[src/rtl/frame_read_ctrl.sv]
// Frame readout sequencer: VSYNC delay, per-row HSYNC gap, then one even/odd pixel-pair address per cycle.
// Optional macro ROW_FLIP_EN reads memory rows bottom-up while `row` still counts upward.
module frame_read_ctrl #(
    parameter int IMAGE_WIDTH  = 768,
    parameter int IMAGE_HEIGHT = 512,
    parameter int START_DELAY  = 100,
    parameter int HSYNC_DELAY  = 160,
    parameter int ADDR_WIDTH   = 19
) (
    input  logic                  clk,
    input  logic                  reset,
    input  logic                  start,
    input  logic                  stall,
    output logic [ADDR_WIDTH-1:0] rd_addr_even,
    output logic [ADDR_WIDTH-1:0] rd_addr_odd,
    output logic                  rd_valid,
    output logic                  vertical_Pulse,
    output logic                  horizontal_Pulse,
    output logic [9:0]            row,
    output logic [10:0]           column,
    output logic                  busy,
    output logic                  done_Flag,
    output logic [1:0]            state_dbg
);

    typedef enum logic [1:0] {
        IDLE  = 2'b00,
        VSYNC = 2'b01,
        HSYNC = 2'b10,
        DATA  = 2'b11
    } state_t;

    localparam int MAX_DELAY = (START_DELAY > HSYNC_DELAY) ? START_DELAY : HSYNC_DELAY;
    localparam int CNT_W     = (MAX_DELAY > 1) ? $clog2(MAX_DELAY) : 1;

    localparam logic [CNT_W-1:0] VSYNC_LAST = CNT_W'(START_DELAY - 1);
    localparam logic [CNT_W-1:0] HSYNC_LAST = CNT_W'(HSYNC_DELAY - 1);
    localparam logic [10:0]      LAST_COL   = 11'(IMAGE_WIDTH - 2);
    localparam logic [9:0]       LAST_ROW   = 10'(IMAGE_HEIGHT - 1);

    state_t            state, state_next;
    logic [CNT_W-1:0]  cnt, cnt_next;
    logic [9:0]        row_next;
    logic [10:0]       col_next;
    logic              done_next;
    logic [9:0]        phys_row;
    logic [ADDR_WIDTH-1:0] pair_base;

    always_ff @(posedge clk) begin
        if (!reset) begin
            state     <= IDLE;
            cnt       <= '0;
            row       <= '0;
            column    <= '0;
            done_Flag <= 1'b0;
        end else begin
            state     <= state_next;
            cnt       <= cnt_next;
            row       <= row_next;
            column    <= col_next;
            done_Flag <= done_next;
        end
    end

    // Handshake: rd_valid qualifies the address pair; stall is the inverted ready,
    // and a pair is consumed on every DATA cycle with stall=0 (exactly when rd_valid=1).
    always_comb begin
        state_next = state;
        cnt_next   = cnt;
        row_next   = row;
        col_next   = column;
        done_next  = 1'b0;
        case (state)
            IDLE: begin
                cnt_next = '0;
                row_next = '0;
                col_next = '0;
                if (start) state_next = VSYNC;
            end
            VSYNC: begin
                if (cnt == VSYNC_LAST) begin
                    cnt_next   = '0;
                    state_next = HSYNC;
                end else begin
                    cnt_next = cnt + CNT_W'(1);
                end
            end
            HSYNC: begin
                if (cnt == HSYNC_LAST) begin
                    cnt_next   = '0;
                    state_next = DATA;
                end else begin
                    cnt_next = cnt + CNT_W'(1);
                end
            end
            DATA: begin
                if (!stall) begin
                    if (column == LAST_COL) begin
                        col_next = '0;
                        if (row == LAST_ROW) begin
                            // Counters return to zero so IDLE outputs are all-zero.
                            row_next   = '0;
                            state_next = IDLE;
                            done_next  = 1'b1;
                        end else begin
                            row_next   = row + 10'd1;
                            state_next = HSYNC;
                        end
                    end else begin
                        col_next = column + 11'd2;
                    end
                end
            end
            default: state_next = IDLE;
        endcase
    end

    always_comb begin
`ifdef ROW_FLIP_EN
        phys_row = LAST_ROW - row;
`else
        phys_row = row;
`endif
        pair_base = ADDR_WIDTH'(phys_row) * ADDR_WIDTH'(IMAGE_WIDTH) + ADDR_WIDTH'(column);
    end

    // Addresses are forced to zero outside DATA so an idle or resetting block drives no stray index.
    assign rd_addr_even     = (state == DATA) ? pair_base : '0;
    assign rd_addr_odd      = (state == DATA) ? pair_base + ADDR_WIDTH'(1) : '0;
    assign rd_valid         = (state == DATA) & ~stall;
    assign horizontal_Pulse = rd_valid;
    assign vertical_Pulse   = (state == VSYNC);
    assign busy             = (state != IDLE);
    assign state_dbg        = state;

endmodule

[config.mk]
export PLATFORM = sky130hd
export DESIGN_NAME = frame_read_ctrl
export DESIGN_NICKNAME = d
export VERILOG_FILES = /design/src/rtl/frame_read_ctrl.sv
export SDC_FILE = /design/constraint.sdc
export NUM_CORES = 1
export LEC_CHECK = 0
export BUFFER_PORTS_ARGS = -buffer_cell sky130_fd_sc_hd__buf_2
export CAP_MARGIN = 20
export CORE_ASPECT_RATIO = 0.6
export CORE_MARGIN = 2
export CORE_UTILIZATION = 57
export DETAILED_ROUTE_END_ITERATION = 6
export GPL_ROUTABILITY_DRIVEN = 0
export HOLD_SLACK_MARGIN = 0.03
export PLACE_DENSITY_LB_ADDON = 0.2
export SETUP_SLACK_MARGIN = 0.05
export SYNTH_ARGS = -nofsm -noshare
export SYNTH_HDL_FRONTEND = slang
export SYNTH_SLANG_ARGS = --single-unit
[constraint.sdc]
create_clock -name clk -period 6.2 [get_ports clk]
set_input_delay 0 -clock clk [delete_from_list [all_inputs] [get_ports clk]]
set_output_delay 0 -clock clk [all_outputs]
set_load 0.02 [all_outputs]
* Word-level counts from Yosys, hierarchy flattened *
Index checks and enable logic that the tools add are counted.
Widths: inputs -> output; s select.

word-level totals
  register bits after elaboration = 32
  bits in latches = 0
  RAM bits = 0
  bits in read-only memories = 0
  bits of input ports = 4
  output and inout bits = 66
  word-level logic and storage cells = 56
  memories = 0

operators by class
  add/sub/neg operators = 5
  $mul = 1
  divide/modulo/power cells = 0
  magnitude comparators = 0
  equality and inequality tests = 12
  shift-type cells = 0
  mux-type cells = 20
  bitwise logic cells = 5
  reductions and logical operators = 8

operators with widths
  kind                   number
  $mux 19                2
  $mux 10                3
  $pmux 8 s3             1
  $mux 11                2
  $pmux 11 s2            1
  $pmux 10 s2            1
  $add 19x1->19 const B  1
  $add 19x11->19         1
  $mux 8                 2
  $mux 2                 6
  $add 11x2->11 const B  1
  $eq 11x10->1 const B   1
  $mul 10x2->11 const B  1
  $add 10x1->10 const B  1
  $eq 10x9->1 const B    1
  $add 8x1->8 const B    1
  $eq 8x7->1 const B     1
  $eq 8x8->1 const B     1
  $ne 2x2->1 const B     4
  $pmux 2 s4             1
  $reduce_and 5->1       1
  $eq 2x2->1 const B     2
  $not 1->1              4
  $reduce_bool 2->1      2
  9 further kinds        9

* Longest topological paths before layout *
Gate-level depths: netlist (run 1).

  depth after elaboration = 5
  gate-level depth with buffers = 9
  mapped depth without buffers = 9

* Worst setup path before layout (run 1) *
Ideal clock, no wire load.

  path type = reg2out
  start point = register row[0]
  end point = output port rd_addr_even[17]
  arrival = 2.666 ns
  required time = 6.200 ns
  slack = 3.534 ns
  cell stages (with the launch flop) = 9
  path buffers = 0
  cells stage by stage = dfxtp_1 > ha_1 > fa_1 > a211oi_2 > o22ai_1 > nor4_4 > o211ai_4 > or4_1 > and3_1

between the ends
  cells in the longest elaborated chain, start to end = 3

RTL lines
  what                      RTL line  source
  start: declaration        19        output logic [9:0] row,
  start signal: assignment  59        row <= row_next;
  $mul 10x2->11             124       pair_base = ADDR_WIDTH'(phys_row) * ADDR_WIDTH'(IMAGE_WIDTH) + ADDR_WIDTH'(column);
  $add 19x11->19            124
  $mux 19                   128       assign rd_addr_even = (state == DATA) ? pair_base : '0;
  end: declaration          14        output logic [ADDR_WIDTH-1:0] rd_addr_even,

Every way passes these cells.

* Worst setup path after layout (run 1) *
Ends and elaborated chain as after synthesis.

==> results.cfg, run 1 <==
[status]
status = finished clean

[sta]
setup_ws_ns = 3.02
tightest_slew_ns = 0.688
grt_setup_unrepaired = false
setup_viol = 0
timing.hold.ws_ns = 0.0598
finalCritPeriodShare_pct = 51.4
slew_viol_final = 0
relSlewSlack_pct = 53.8
hold_violations = 0
period_needed_ns = 3.18
tns_ns = 0
skew_ns = 0.0129
fmax_ghz = 0.314

[route]
via_per_inst = 5.52
dr.pass1.iters = 4
drt_iter0_drc = 143
ant_nets = 0
drt-total-wl_mm = 6.12
dr_total_vias = 2427
drc = 0
post_drt_wl_per_cell_um = 13.9

[synthesis]
synthAdderAreaFrac_pct = 11.8
synth_area_um2 = 2570
ys_seq_area_share_pct = 24.1
async_flop_share_pct = 0
synth_top_family_by_area = simple AND/OR/NAND/NOR gates
synthSimpleGateAreaFrac_pct = 32.7
synth.avg_cell_area_um2 = 8.09
synth_flop_cell = dfxtp_1
ys_ff_latch = 31
synth_compound_area_share_pct = 15.8
synthMuxAreaShare_pct = 0.827
yosys.cell_types.count = 57
synth_edf_count = 0
synth_xor_area_share_pct = 10.2
synth_warnings = 0
postSynthCellCount = 318

[place]
dp_slack_ns = 3.33
dp_hpwl_mm = 4.64
place_area_um2 = 2920
dp.cells = 432
io_buffers = 67

[finish]
fin_util_pct = 72.0
syn2layout_area_growth_pct = 17.9
final_cell_area_um2 = 3030
diodes = 0
nNetsFinal = 406
fill_cells = 338
drive_above_1_share_pct = 23.7
finalNonFillerCells = 440

[cts]
cts.reportedPaths.clkPinSlew_ns = 0.07
clock_latency_ns = 0.29
cts_tree = built
htreeDepth = 2
post_cts_buffers = 0
cts-root-buf = clkbuf_8
clock_sinks = 31
cts_resized = 0
numCtsBuffers = 5
cts_hold_buf = 0
clockBufferDepth = 2

[job]
drv_cap = 0

[grt]
grt_antenna_before_repair = 0
grt_pass1_vias = 2037
grt_start_max_net_pins = 48
track_usage_pct = 23.6
grt_pass1_wl_mm = 9.87
overflow = 0

[die]
die_h_um = 56.0
initial_utilization_pct = 61.1
core_um2 = 4210
ios = 70
die_area_um2 = 5080
rows = 18
die_w_um = 90.7

[worst_hold_path]
worstHoldStart = reset
holdCritPathClass = input port to flop
holdPathStages = 2
min_to = column[6]

[critical_path]
r2r_start = state_dbg[0]
worstSetupEndpointType = output pin
critical-path-max-stage-delay_ns = 0.50
path_class = flop to output pin
reg2reg_to = row[7]
cp.required_ns = 6.20
critPathLaunchType = flop
ff2ff_setup_slack_ns = 3.71
crit_slowest_cell = or4_1
cp_max_fo = 8
path_cells = ha_1 -> fa_1 -> a211oi_2 -> o22ai_1 -> nor4_4 -> o211ai_4 -> or4_1 -> and3_1 -> buf_2
critical_path_arrival_ns = 3.18
rr_worst_depth = 8

[power_and_ir_drop]
cellLeakagePower_nw = 1.42
finalPower_mw = 0.681
ir_worst_vdd_v = 0.000248
powerDensity_nw_per_um2 = 225
==> cells by family (layout without fill, tap and decap cells) <==
logic type,after synthesis,count (layout)
AND/OR/NAND/NOR,152,152
AO/OA/AOI/OAI,55,55
flip-flops,31,31
XOR/XNOR,29,29
buffers and inverters,25,86
adder cells (fa/ha/maj),23,23
multiplexers,2,2
other,1,2
==> worst max-delay path, delay by kind of cell, from the launching register on <==
kind	cells	cell delay [ns]
AOI/OAI and AO/OA	3	0.66
adders and majority gates	2	0.81
buffers and inverters	1	0.15
DFF	1	0.36
and+or+nand+nor	3	0.93
==> report_power, final <==
group | internal, mW | switching (mW) | leakage (nW)
Clock | 0.130 | 0.0776 | 0.0612
Sequential | 0.211 | 0.0195 | 0.250
Combinational | 0.0829 | 0.161 | 1.11
Total | 0.424 | 0.258 | 1.42
==> flip-flops by register name (all words and copies together), names as in the netlist <==
name	count
done_Flag	1
state_dbg	2
row	10
column	10
cnt	8
==> synthesized netlist by cell type, drive strengths merged (5+ instances only) <==
master,number,area share (%)
and2,29,7.1
o21ai,7,1.4
a21oi,15,3.2
inv,10,1.5
nor3,6,1.4
and3,6,1.5
nor3b,6,1.8
xnor2,17,5.8
xor2,12,4.4
nand3,11,2.1
nand2,24,3.5
o21a,5,1.5
nor2,36,5.3
nand4,6,1.5
nor2b,8,1.9
ha,21,10
buf,7,1.8
dfxtp,31,24
clkbuf,8,1.2
==> final cells by class <==
cell class,instances,area (µm²),share of cell area [%]
Timing Repair Buffer,68,343,11.3
Inverter,10,37.5,1.24
Tap cell,60,75.1,2.48
Clock buffer,6,82.6,2.72
Multi-Input combinational cell,263,1840,60.6
Clock inverter,2,35.0,1.16
Sequential cell,31,621,20.5
==> worst max path at each step <==
stage                     slack (ns)  cells after the start  startpoint               end
after CTS                       3.01                      9      row[0]  rd_addr_even[17]
after detailed placement        3.33                      9      row[0]  rd_addr_even[17]
after global placement          3.47                      9      row[0]   rd_addr_odd[17]
final                           3.02                      9      row[0]  rd_addr_even[17]
after global routing            2.74                     10      row[1]   rd_addr_odd[18]
after floorplan                 3.53                      8      row[0]  rd_addr_even[17]
==> metal layers <==
layer	track usage (%)	vias up	share of wire, %
li1	-	1222	-
met1	37.0	1107	51
met2	32.4	94	40
met3	5.83	4	8.1
met4	3.96	0	0.38
met5	0	-	0
==> placed cells by master, fill, tap and decap left out, types with 3 or more instances in the layout <==
cell type,count
o21a_1,5
nor2b_1,8
dfxtp_1,31
o21ai_0,6
or3_1,3
and2_1,29
buf_2,67
and3_1,5
nor2_1,36
nand2b_1,3
clkbuf_8,6
a31oi_1,3
a21o_1,4
xnor2_1,17
nor3_1,5
o311a_1,3
nand3_1,11
nand2_1,24
a21boi_0,3
nand4_1,6
o22ai_1,3
nor3b_1,6
ha_1,21
xor2_1,11
inv_1,10
a21oi_1,13
Note: power is estimated with default switching activity, not from simulation.
==> run 2: changes to the inputs <==
- ABC_AREA: not set -> 1
- CORE_UTILIZATION: 57 -> 48
- clock period: 6.2 -> 2.6 ns (I/O delays scaled with it)
==> results.cfg, run 2 <==
[route]
via_per_inst = 4.98
drc = 0
drt_iter0_drc = 106
dr.pass1.iters = 4
post_drt_wl_per_cell_um = 11.9
ant_nets = 0
dr_total_vias = 2808
drt-total-wl_mm = 6.73

[critical_path]
r2r_start = state_dbg[0]
path_class = flop to output pin
rr_worst_depth = 9
worstSetupStartpoint = row[1]
reg2reg_to = row[7]
worstSetupEndpointType = output pin
cp.required_ns = 2.60
ff2ff_setup_slack_ns = 0.46
critPathLaunchType = flop
critical_path_arrival_ns = 2.70
cp_max_fo = 5

[die]
die_h_um = 60.5
initial_utilization_pct = 50.2
core_um2 = 5080
die_w_um = 98.1
rows = 20
ios = 70
die_area_um2 = 5930

[sta]
skew_ns = 0.00620
hold_violations = 0
finalCritPeriodShare_pct = 104
grt_setup_unrepaired = true
slew_viol_final = 0
period_needed_ns = 2.70
setup_viol = 12
fmax_ghz = 0.371
setup_ws_ns = -0.0989

[grt]
track_usage_pct = 23.0
grt_antenna_before_repair = 0
grt_pass1_vias = 2539
grt_start_max_net_pins = 13
overflow = 0
grt_pass1_wl_mm = 11.1

[finish]
fin_util_pct = 65.9
nNetsFinal = 525
multi_input_area_um2 = 1700
diodes = 0
drive_above_1_share_pct = 27.7
fill_cells = 436
finalNonFillerCells = 564
syn2layout_area_growth_pct = 31.2
reg.largest.list = column: 10 flops, row: 10 flops, cnt: 8 flops
final_cell_area_um2 = 3350
final_cell_mix = 91 x nand2_1, 72 x inv_1, 55 x buf_2
seqCellArea_um2 = 628
mostFrequentLayoutCell = nand2_1

[synthesis]
postSynthCellCount = 408
synth.avg_cell_area_um2 = 6.25
synth_flop_cell = dfxtp_1
synth.area.top_cells = dfxtp_1 24%, nand2_1 14%, inv_1 11%
yosysTopAreaCellShare_pct = 24.3
synth_largest_area_cell = dfxtp_1
yosysMostFrequentCell = nand2_1
synth_edf_count = 0
synth_warnings = 0
synth_area_um2 = 2550
yosys.cell_types.count = 34
ys_top_cells_by_count = 94 x nand2_1, 74 x inv_1, 54 x nor2_1, 31 x dfxtp_1, 31 x nand3_1
ys_ff_latch = 31
async_flop_share_pct = 0
ys_seq_area_share_pct = 24.3

[place]
dp_slack_ns = 0.000138
place_area_um2 = 2970
dp_hpwl_mm = 4.93
io_buffers = 67
dp.cells = 539

[power_and_ir_drop]
finalPower_mw = 1.53
cellLeakagePower_nw = 1.78
powerDensity_nw_per_um2 = 458
ir_worst_vdd_v = 0.000466

[cts]
htreeDepth = 2
clock_latency_ns = 0.28
cts-root-buf = clkbuf_8
numCtsBuffers = 5
clockBufferDepth = 2
cts_hold_buf = 0
cts.reportedPaths.clkPinSlew_ns = 0.06
cts_tree = built
clock_sinks = 31

[worst_hold_path]
holdCritPathClass = input port to flop
holdPathStages = 3
worstHoldStart = reset
min_to = state_dbg[1]

[status]
violations = negative setup slack
status = finished with violations

[job]
drv_cap = 0
run 2: cell types whose count changed in the layout (fill, tap and decap cells not counted), sizes merged, moves of 8 or more:
cell,delta
nand2,+73
nor2,+24
and2,-29
inv,+65
nand3,+23
o21ai,+11
buf,+22
xnor2,-13
nor2b,-8
run 2: worst max-delay path by stage:
stage	end	slack, ns	cells after the start
after floorplan	rd_addr_even[15]	0.13	11
after global placement	rd_addr_even[15]	0.17	12
after detailed placement	rd_addr_even[15]	0.0001	12
after CTS	rd_addr_odd[17]	-0.14	14
after global routing	rd_addr_even[17]	-0.22	15
final	rd_addr_odd[17]	-0.1	15
run 2: layout make-up:
class / instances / share of cell area [%]
multi-input combinational: 294 / 50.8
sequential: 31 / 18.8
timing repair buffer: 90 / 16.9
inverter: 76 / 8.52
clock buffer: 6 / 2.47
tap: 66 / 2.47
clock inverter: 1 / 0.150
run 2: layer usage:
metal / wire, µm / part of all wire (%) / vias to the layer above / GRT usage (%)
li1: - / - / 1456 / -
met5: 0 / 0 / - / 0
met3: 348 / 5.2 / 6 / 3.23
met1: 3220 / 48 / 1263 / 30.2
met4: 48 / 0.71 / 0 / 5.56
met2: 3120 / 46 / 83 / 41.3
run 2: power by group:
group | switching (mW) | leakage [nW] | internal (mW)
sequential | 0.0396 | 0.252 | 0.507
clock | 0.174 | 0.0470 | 0.207
combinational | 0.418 | 1.48 | 0.187
total | 0.632 | 1.78 | 0.902
run 2: cell families after synthesis:
kind of cell | after synthesis | synth area share (%)
fa+ha+maj | 23 | 11.9
buf+inv | 84 | 13.4
other cells | 1 | 0.147
flops | 31 | 24.3
compound gates | 46 | 9.66
simple gates | 211 | 36.5
xor+xnor | 12 | 4.12
run 2: stage by stage:
step                      hold slack, ns  setup TNS, ns
after floorplan                    0.199              0
after detailed placement           0.336              0
final                             0.0481         -0.638
after CTS                         0.0456          -1.05
after global placement             0.338              0
after global routing              0.0607          -2.31
run 2: worst max-delay path: stages (launching register included):
cell	delay, ns
dfxtp_4	0.36
buf_6	0.12
fa_2	0.49
ha_4	0.29
buf_4	0.10
nand2_2	0.04
nor2_2	0.10
nor2_2	0.07
nor2_2	0.12
nand3_2	0.11
nor2_4	0.18
nand3_2	0.09
nand2_2	0.08
nand3_2	0.10
inv_2	0.07
buf_6	0.10
run 2: repair_timing:
item                       CTS  global route
gates resized for setup     19            26
pin swaps                    8            16
cloned                       0             0
setup endpoints to repair   10            16
buffers inserted            13             7
==> run 3: changes to the inputs <==
- GPL_TIMING_DRIVEN: not set -> 0
==> results.cfg, run 3 (synthesis results as in run 2) <==
[finish]
syn2layout_area_growth_pct = 29.6
reg.largest.list = column: 10 flops, row: 10 flops, cnt: 8 flops
final_cell_mix = 93 x nand2_1, 72 x inv_1, 59 x buf_2
seqCellArea_um2 = 629
finalNonFillerCells = 562
mostFrequentLayoutCell = nand2_1
multi_input_area_um2 = 1680
fill_cells = 463
fin_util_pct = 65.1
nNetsFinal = 522
diodes = 0
drive_above_1_share_pct = 26.0
final_cell_area_um2 = 3310

[grt]
grt_pass1_vias = 2475
grt_use_met1_pct = 29.0
grt_pass1_wl_mm = 10.6
top_usage_layer = met2
use_met2_pct = 37.4
overflow = 0
track_usage_pct = 21.7
grt_start_max_net_pins = 11
grt_antenna_before_repair = 0
use_met3_pct = 3.23

[power_and_ir_drop]
powerDensity_nw_per_um2 = 501
comb_power_share_pct = 37.3
finalPower_mw = 1.66
p_int_mw = 1.02
sequentialPowerShare_pct = 33.1
swShare_pct = 38.5
ir_worst_vdd_v = 0.000683
clockPowerShare_pct = 29.5
switchingPower_mw = 0.638
cellLeakagePower_nw = 1.78

[cts]
clock_latency_ns = 0.28
cts_tree = built
clockBufferDepth = 2
cts-root-buf = clkbuf_8
htreeDepth = 2
numCtsBuffers = 5
clock_sinks = 31
cts.reportedPaths.clkPinSlew_ns = 0.06
cts_hold_buf = 0

[critical_path]
worstSetupStartpoint = row[0]
critPathBufInv = 1
worstSetupEndpointType = output pin
endpoint = rd_addr_even[18]
ff2ff_setup_slack_ns = 0.48
crit_slowest_cell = fa_1
path_cells = ha_4 -> fa_1 -> ha_4 -> a21oi_2 -> nor2_1 -> nand3_1 -> nor2_2 -> nand3_2 -> nor2_2 -> nand2_1 -> nand2_2 -> nor2_1 -> buf_4
crit_family = adder cells
reg2reg_to = row[7]
critPathLaunchType = flop
cp.depth = 13
path_class = flop to output pin
cp_max_fo = 4
cp.required_ns = 2.60
critical-path-max-stage-delay_ns = 0.48
rr_worst_depth = 8
critical_path_arrival_ns = 2.63
r2r_start = state_dbg[0]

[sta]
finalCritPeriodShare_pct = 101
relSlewSlack_pct = 56.2
tightest_slew_ns = 0.657
setup_viol = 6
timing.hold.ws_ns = 0.149
fmax_ghz = 0.380
setup_ws_ns = -0.0345
slew_viol_final = 0
grt_setup_unrepaired = true
hold_violations = 0
skew_ns = 0.00651
tns_ns = -0.156
period_needed_ns = 2.63

[die]
ios = 70
core_um2 = 5080
die_area_um2 = 5930
initial_utilization_pct = 50.2
die_w_um = 98.1
die_h_um = 60.5
rows = 20

[route]
dr.pass1.iters = 4
dr_total_vias = 2752
drt_iter0_drc = 141
post_drt_wl_per_cell_um = 11.3
ant_nets = 0
drc = 0
drt-total-wl_mm = 6.34
via_per_inst = 4.90

[status]
violations = negative setup slack
status = finished with violations

[place]
place_area_um2 = 2980
dp_hpwl_mm = 4.81
dp.cells = 541
dp_slack_ns = -0.107
io_buffers = 66

[worst_hold_path]
holdCritPathClass = input port to flop

[job]
drv_cap = 0
## run 3: worst min path at each step
stage	startpoint	to	slack [ns]	cells after the start
final	reset	state_dbg[1]	0.15	3
after global routing	stall	column[6]	0.18	4
after CTS	reset	state_dbg[1]	0.15	3
after detailed placement	stall	horizontal_Pulse	0.43	4
after global placement	reset	state_dbg[1]	0.42	3
after floorplan	stall	horizontal_Pulse	0.20	2
## run 3: power groups by stage
stage	combinational, mW	sequential (mW)	clock [mW]
2_1_floorplan	0.423	0.580	0
3_3_place_gp	0.578	0.559	0
3_5_place_dp	0.590	0.559	0
4_1_cts	0.620	0.546	0.498
5_1_grt	0.692	0.551	0.521
6_report	0.619	0.549	0.490
## run 3: final cells by class
class	count	share of cell area (%)
Buffer	8	1.70
Inverter	76	8.63
Timing Repair Buffer	79	13.9
Multi-Input combinational cell	294	50.7
Tap cell	66	2.50
Clock inverter	2	1.06
Sequential cell	31	19.0
Clock buffer	6	2.50
## run 3: repair_timing
item / in CTS / in global routing
setup buffers: 9 / 4
gates resized for setup: 19 / 12
endpoints found under the setup margin: 13 / 14
pin swaps: 8 / 14
gates cloned: 0 / 0
## run 3: worst reg2reg max path, cell delays in order, from the launching register on
cell	delay, ns
dfxtp_1	0.46
ha_1	0.22
buf_4	0.21
clkinv_1	0.32
nor2_1	0.28
nand2_1	0.15
nand2_1	0.18
inv_1	0.12
a21oi_1	0.12
## run 3: metal layers
layer / part of all wire (%) / vias to the layer above / routed length [µm]
li1: - / 1448 / -
met1: 50 / 1225 / 3170
met2: 44 / 69 / 2790
met3: 4.8 / 10 / 306
met4: 1.2 / 0 / 79
met5: 0 / - / 0
